**config.mk**
```make
export PLATFORM = sky130hd
export DESIGN_NAME = dpdm_nrzi_decode
export DESIGN_NICKNAME = d
export VERILOG_FILES = /design/src/rtl/dpdm_nrzi_decode.sv
export SDC_FILE = /design/constraint.sdc
export NUM_CORES = 1
export LEC_CHECK = 0
export ABC_CLOCK_PERIOD_IN_PS = 4900
export CELL_PAD_IN_SITES_DETAIL_PLACEMENT = 1
export CELL_PAD_IN_SITES_GLOBAL_PLACEMENT = 1
export CORE_MARGIN = 2
export CORE_UTILIZATION = 30
export DETAILED_ROUTE_END_ITERATION = 10
export PLACE_DENSITY_LB_ADDON = 0.1
export SYNTH_ARGS = -nofsm -noshare
export SYNTH_HDL_FRONTEND = slang
export SYNTH_SLANG_ARGS = --single-unit
```
**constraint.sdc**
```tcl
create_clock -name clock -period 4.9 [get_ports clock]
set_clock_uncertainty 0.2 [all_clocks]
set_input_delay 0.98 -clock clock [delete_from_list [all_inputs] [get_ports clock]]
set_output_delay 0.98 -clock clock [all_outputs]
set_load 0.05 [all_outputs]
```
**src/rtl/dpdm_nrzi_decode.sv**
```systemverilog
// dpdm_nrzi_decode: USB receive-side line decoder.
// Registers DP/DM once per clock, classifies J/K/SE0/SE1, locks onto SYNC,
// NRZI-decodes the packet body (still bit-stuffed) and detects EOP.
// Build option: DPDM_RX_SYNC_STRIP_EN -- when defined the SYNC pattern is
// consumed silently; when undefined the eight SYNC bits are also emitted.
module dpdm_nrzi_decode #(
  parameter int MAX_BITS = 600
) (
  input  logic clock,
  input  logic reset_n,
  input  logic DP,
  input  logic DM,
  input  logic rx_enable,
  output logic out_bit,
  output logic out_valid,
  output logic rx_sending,
  output logic pkt_done,
  output logic rx_error
);

  localparam int CW = $clog2(MAX_BITS + 1);
  localparam logic [CW-1:0] BIT_LIMIT = CW'(MAX_BITS);

`ifdef DPDM_RX_SYNC_STRIP_EN
  localparam logic EMIT_SYNC = 1'b0;
`else
  localparam logic EMIT_SYNC = 1'b1;
`endif

  typedef enum logic [2:0] {IDLE, SYNC, DATA, EOP1, EOP2, ERR} state_t;

  state_t          state, state_next;
  logic            dp_q, dm_q;
  logic            prev_j, prev_j_next;     // last J/K seen: 1 = J, 0 = K
  logic [2:0]      sync_idx, sync_idx_next; // next expected sync bit (1..7)
  logic [2:0]      j_run, j_run_next;       // consecutive J samples in ERR
  logic [CW-1:0]   bit_cnt, bit_cnt_next;   // post-SYNC bits emitted
  logic            bit_next, valid_next, done_next, err_next;

  logic is_j, is_k, is_se0, is_jk, dec;

  assign is_j   = dp_q & ~dm_q;
  assign is_k   = ~dp_q & dm_q;
  assign is_se0 = ~dp_q & ~dm_q;
  assign is_jk  = is_j | is_k;
  // NRZI: no transition decodes as 1, transition as 0
  assign dec    = (dp_q == prev_j);

  assign rx_sending = (state == DATA);

  // Single input register stage; idles at J
  always_ff @(posedge clock or negedge reset_n) begin
    if (!reset_n) begin
      dp_q <= 1'b1;
      dm_q <= 1'b0;
    end else begin
      dp_q <= DP;
      dm_q <= DM;
    end
  end

  // Next-state, counters and output decisions from the registered line state
  always_comb begin
    state_next    = state;
    sync_idx_next = sync_idx;
    j_run_next    = j_run;
    bit_cnt_next  = bit_cnt;
    bit_next      = 1'b0;
    valid_next    = 1'b0;
    done_next     = 1'b0;
    err_next      = 1'b0;

    if (!rx_enable) begin
      state_next = IDLE;
    end else begin
      case (state)
        IDLE: begin
          // first K is sync bit 0, which always decodes as 0 against J
          if (is_k) begin
            state_next    = SYNC;
            sync_idx_next = 3'd1;
            valid_next    = EMIT_SYNC;
          end
        end
        SYNC: begin
          if (is_jk && (dec == (sync_idx == 3'd7))) begin
            valid_next = EMIT_SYNC;
            bit_next   = EMIT_SYNC & dec;
            if (sync_idx == 3'd7) begin
              state_next   = DATA;
              bit_cnt_next = '0;
            end else begin
              sync_idx_next = sync_idx + 3'd1;
            end
          end else begin
            err_next   = 1'b1;
            state_next = ERR;
            j_run_next = 3'd0;
          end
        end
        DATA: begin
          if (is_jk) begin
            if (bit_cnt == BIT_LIMIT) begin
              // one bit too many: drop it and flag the packet
              err_next   = 1'b1;
              state_next = ERR;
              j_run_next = 3'd0;
            end else begin
              valid_next   = 1'b1;
              bit_next     = dec;
              bit_cnt_next = bit_cnt + CW'(1);
            end
          end else if (is_se0) begin
            state_next = EOP1;
          end else begin
            err_next   = 1'b1;
            state_next = ERR;
            j_run_next = 3'd0;
          end
        end
        EOP1: begin
          if (is_se0) begin
            state_next = EOP2;
          end else begin
            err_next   = 1'b1;
            state_next = ERR;
            j_run_next = 3'd0;
          end
        end
        EOP2: begin
          if (is_j) begin
            done_next  = 1'b1;
            state_next = IDLE;
          end else begin
            err_next   = 1'b1;
            state_next = ERR;
            j_run_next = 3'd0;
          end
        end
        ERR: begin
          // need eight J samples in a row before listening again
          if (is_j) begin
            if (j_run == 3'd7) begin
              state_next = IDLE;
            end else begin
              j_run_next = j_run + 3'd1;
            end
          end else begin
            j_run_next = 3'd0;
          end
        end
        default: state_next = IDLE;
      endcase
    end

    // NRZI reference returns to J whenever the decoder goes idle
    if (state_next == IDLE) begin
      prev_j_next = 1'b1;
    end else if (is_jk) begin
      prev_j_next = dp_q;
    end else begin
      prev_j_next = prev_j;
    end
  end

  // State and bookkeeping registers
  always_ff @(posedge clock or negedge reset_n) begin
    if (!reset_n) begin
      state    <= IDLE;
      prev_j   <= 1'b1;
      sync_idx <= 3'd0;
      j_run    <= 3'd0;
      bit_cnt  <= '0;
    end else begin
      state    <= state_next;
      prev_j   <= prev_j_next;
      sync_idx <= sync_idx_next;
      j_run    <= j_run_next;
      bit_cnt  <= bit_cnt_next;
    end
  end

  // Registered outputs
  always_ff @(posedge clock or negedge reset_n) begin
    if (!reset_n) begin
      out_bit   <= 1'b0;
      out_valid <= 1'b0;
      pkt_done  <= 1'b0;
      rx_error  <= 1'b0;
    end else begin
      out_bit   <= bit_next;
      out_valid <= valid_next;
      pkt_done  <= done_next;
      rx_error  <= err_next;
    end
  end

endmodule

```
==> flow_metrics.tcl <==
set metrics [dict create \
    number_of_buffers_added_by_the_clock_tree_synthesis_step 3 \
    finalSetupTns_ns 0 \
    synthArstFlopShare 1.000 \
    timing.max_cap.violations 0 \
    layout_min_cycle_time_ns 3.708 \
    grt-busiest-layer "met2" \
    cp_data_arrival_time_ns 2.53 \
    pin_count 10 \
    netlist_instances 165 \
    drtAntennaViolNets 0 \
    layout.cells.most_common "sky130_fd_sc_hd__dfrtp_1" \
    dp_cells 238 \
    grt_start_max_net_pins 27 \
    synth_enable_flop_cells 0 \
    postCtsResizedCells 0 \
    mappedNetlistArea_um2 1584 \
    dieHeight_um 76.67 \
    worst_setup_path_start_kind "flop" \
    final_cell_mix "sky130_fd_sc_hd__dfrtp_1, sky130_fd_sc_hd__nand2_1, sky130_fd_sc_hd__a21oi_1" \
    globalRoute.totalOverflow 0 \
    timing.slew.headroom 0.5467 \
    synth_flop_cell "sky130_fd_sc_hd__dfrtp_1" \
    synth.lib_cells_used.distinct 41 \
    groute.layer.met1.usage 0.2178 \
    timing.critical_path.cells "nand2b_1 -> nor2_1 -> clkdlybuf4s50_1" \
    placement_rows 26 \
    stdcell_area_um2 1808 \
    grt_setup_unrepaired "false" \
    number_of_global_route_vias_before_repair 1360 \
    buffer_ports.inserted 9 \
    longest_individual_stage_delay_on_the_worst_path_ns 0.89 \
    finalWirelength_mm 4.087 \
    clock_pin_slew_reported_for_the_worst_setup_and_hold_paths_after_clock_tree_synthesis_ns 0.10 \
    finish.cell_count_without_fillers 242 \
    setup_violations 0 \
    p_leak_nw 0.7303 \
    worstPathBufferInverterCount 1 \
    largest_family_of_logic_cells_by_synthesized_area "simple AND/OR/NAND/NOR gates" \
    timing.fmax_mhz 269.7 \
    grtUsageTotal 0.1477 \
    totalPowerFinal_w 0.0006575 \
    wire_length_of_the_first_global_routing_pass_mm 7.024 \
    irDropWorstVdd_uv 132.2 \
    criticalPathCategory "reg2out" \
    grt_antenna_before_repair 0 \
    clockRootBuffer "sky130_fd_sc_hd__clkbuf_8" \
    m3_gr_usage 0.02235 \
    final-max-slew-violation-count 0 \
    nFillCells 596 \
    muxShareOfSynthArea 0.01975 \
    drive_above_1_share 0.08140 \
    drc 0 \
    cts.hold.buffers_added 0 \
    initial_core_util 0.3101 \
    die_boundary_width_um 76.67 \
    drt_pre_antenna_iters 4 \
    p_per_area_nw_per_um2 363.6 \
    route.detailed.wl_per_inst_um 16.89 \
    number_of_violations_reported_at_the_end_of_detailed_routing_iteration_0 34 \
    hpwl_mm 3.005 \
    fraction_of_the_mapped_netlist_area_in_compound_gates 0.1667 \
    worst_skew_pair.late_latency_ns 0.28 \
    global_route.usage.met2 0.2202 \
    hold_path_class "reg2reg" \
    syn_nets 179 \
    coreArea_um2 5107 \
    floorplan.die_area_um2 5878 \
    fin_crit_sh 0.7568 \
    route.vias.total 1309 \
    cts_tree "yes" \
    synth_sequential_area_ratio 0.4123 \
    finalHoldViolCount 0 \
    via_per_inst 5.409 \
    xor_xnor_fraction_of_synth_area 0.02686 \
    run_status "complete, no violations" \
    crit_family "buffers and inverters" \
    worstPathRequired_ns 3.72 \
    post-cts-setup-buffers 0 \
    finish.utilization 0.3540 \
    avgSynthCellArea_um2 9.600 \
    synth.ff_latch_count 26 \
    design.final.nets 187 \
    synth-adder-area-share 0.07109 \
    crit_path_end_kind "output pin" \
    antennaDiodeCount 0 \
    gp_congestion 0.7850 \
    postPlaceCellArea_um2 1737 \
    worst_pin_slew_ns 0.6762 \
    h-tree-depth 1 \
    timing.critical_path.fanout_max 19 \
    cpMaxStageDelayCell "sky130_fd_sc_hd__clkdlybuf4s50_1" \
    area_growth_syn_to_layout_pct 14.14 \
    ys.warnings.count 0 \
    ctsLongestPathBuffers 2 \
    cts.sink_count 26 \
    synthSimpleGateAreaFrac 0.2733 \
]
==> synth_stat cells (all sizes together) (3+ instances only) <==
| cell type | count | share of area |
|---|---|---|
| a21oi | 12 | 0.040 |
| or3 | 7 | 0.028 |
| o21ai | 8 | 0.025 |
| nor3 | 5 | 0.019 |
| a22o | 4 | 0.022 |
| nand2 | 14 | 0.033 |
| or4 | 5 | 0.026 |
| nor2 | 9 | 0.021 |
| clkbuf | 5 | 0.013 |
| a31oi | 3 | 0.012 |
| nand4b | 4 | 0.022 |
| inv | 4 | 0.0095 |
| nand3 | 9 | 0.036 |
| ha | 9 | 0.071 |
| nand2b | 8 | 0.032 |
| a21o | 3 | 0.019 |
| nand3b | 3 | 0.014 |
| dfrtp | 24 | 0.38 |
| o31ai | 6 | 0.028 |
==> logic make-up (layout without fill, tap and decap cells) <==
logic type,after synthesis,count (layout)
AND/OR/NAND/NOR,73,73
AO/OA/AOI/OAI,40,40
flip-flops,26,26
buffers and inverters,11,18
adder cells (fa/ha/maj),9,9
XOR/XNOR,3,3
multiplexers,3,3
==> flip-flops by register name, summed over array words and instances, names as in the netlist <==
signal / count
j_run: 3
out_valid: 1
rx_error: 1
pkt_done: 1
sync_idx: 3
dp_q: 1
out_bit: 1
bit_cnt: 10
prev_j: 1
state: 3
dm_q: 1
==> worst paths after layout <==
kind                                           end  cells past startpoint  slack [ns]               startpoint
max                                     rx_sending                      3        1.19       state[1]$_DFF_PN0_
max reg2reg                 bit_cnt[6]$_DFFE_PN0P_                      7        2.07           dp_q$_DFF_PN1_
min                        sync_idx[0]$_DFFE_PN0P_                      1        0.29  sync_idx[0]$_DFFE_PN0P_
min in group asynchronous     j_run[2]$_DFFE_PN0P_                      2        0.86                  reset_n
min reg2reg                sync_idx[0]$_DFFE_PN0P_                      1        0.29  sync_idx[0]$_DFFE_PN0P_
max in group asynchronous       prev_j$_DFFE_PN1P_                      2        3.33                  reset_n
==> metrics by stage <==
| step | setup slack, ns | hold WS [ns] |
|---|---|---|
| finish | 1.192 | 0.2874 |
| global placement | 1.656 | 0.2706 |
| CTS | 1.214 | 0.2941 |
| global route | 1.003 | 0.3090 |
| floorplan | 2.291 | 0.2573 |
| detailed placement | 1.559 | 0.2807 |
==> area by class of cell <==
type                       count  area [um^2]  area share
clock inverter                 1        30.03     0.01661
tap                           70        87.58     0.04844
clock buffer                   3        41.29     0.02284
inverter                       4        15.01    0.008305
sequential                    26        653.1      0.3612
timing repair buffer          10        97.59     0.05398
multi-input combinational    128        883.3      0.4886
==> report_power, final <==
part	leakage [nW]	total, W	switching, W	internal [W]
Clock	0.0357	0.000185	0.0000756	0.000110
Combinational	0.348	0.000191	0.000110	0.0000811
Sequential	0.346	0.000281	0.0000394	0.000242
==> metal layers <==
| metal | part of all wire | up-vias |
|---|---|---|
| met3 | 0.022 | 5 |
| met2 | 0.45 | 12 |
| li1 | - | 624 |
| met1 | 0.51 | 668 |
| met5 | 0 | - |
| met4 | 0.012 | 0 |
No activity file was read; power rests on OpenSTA's default activity.
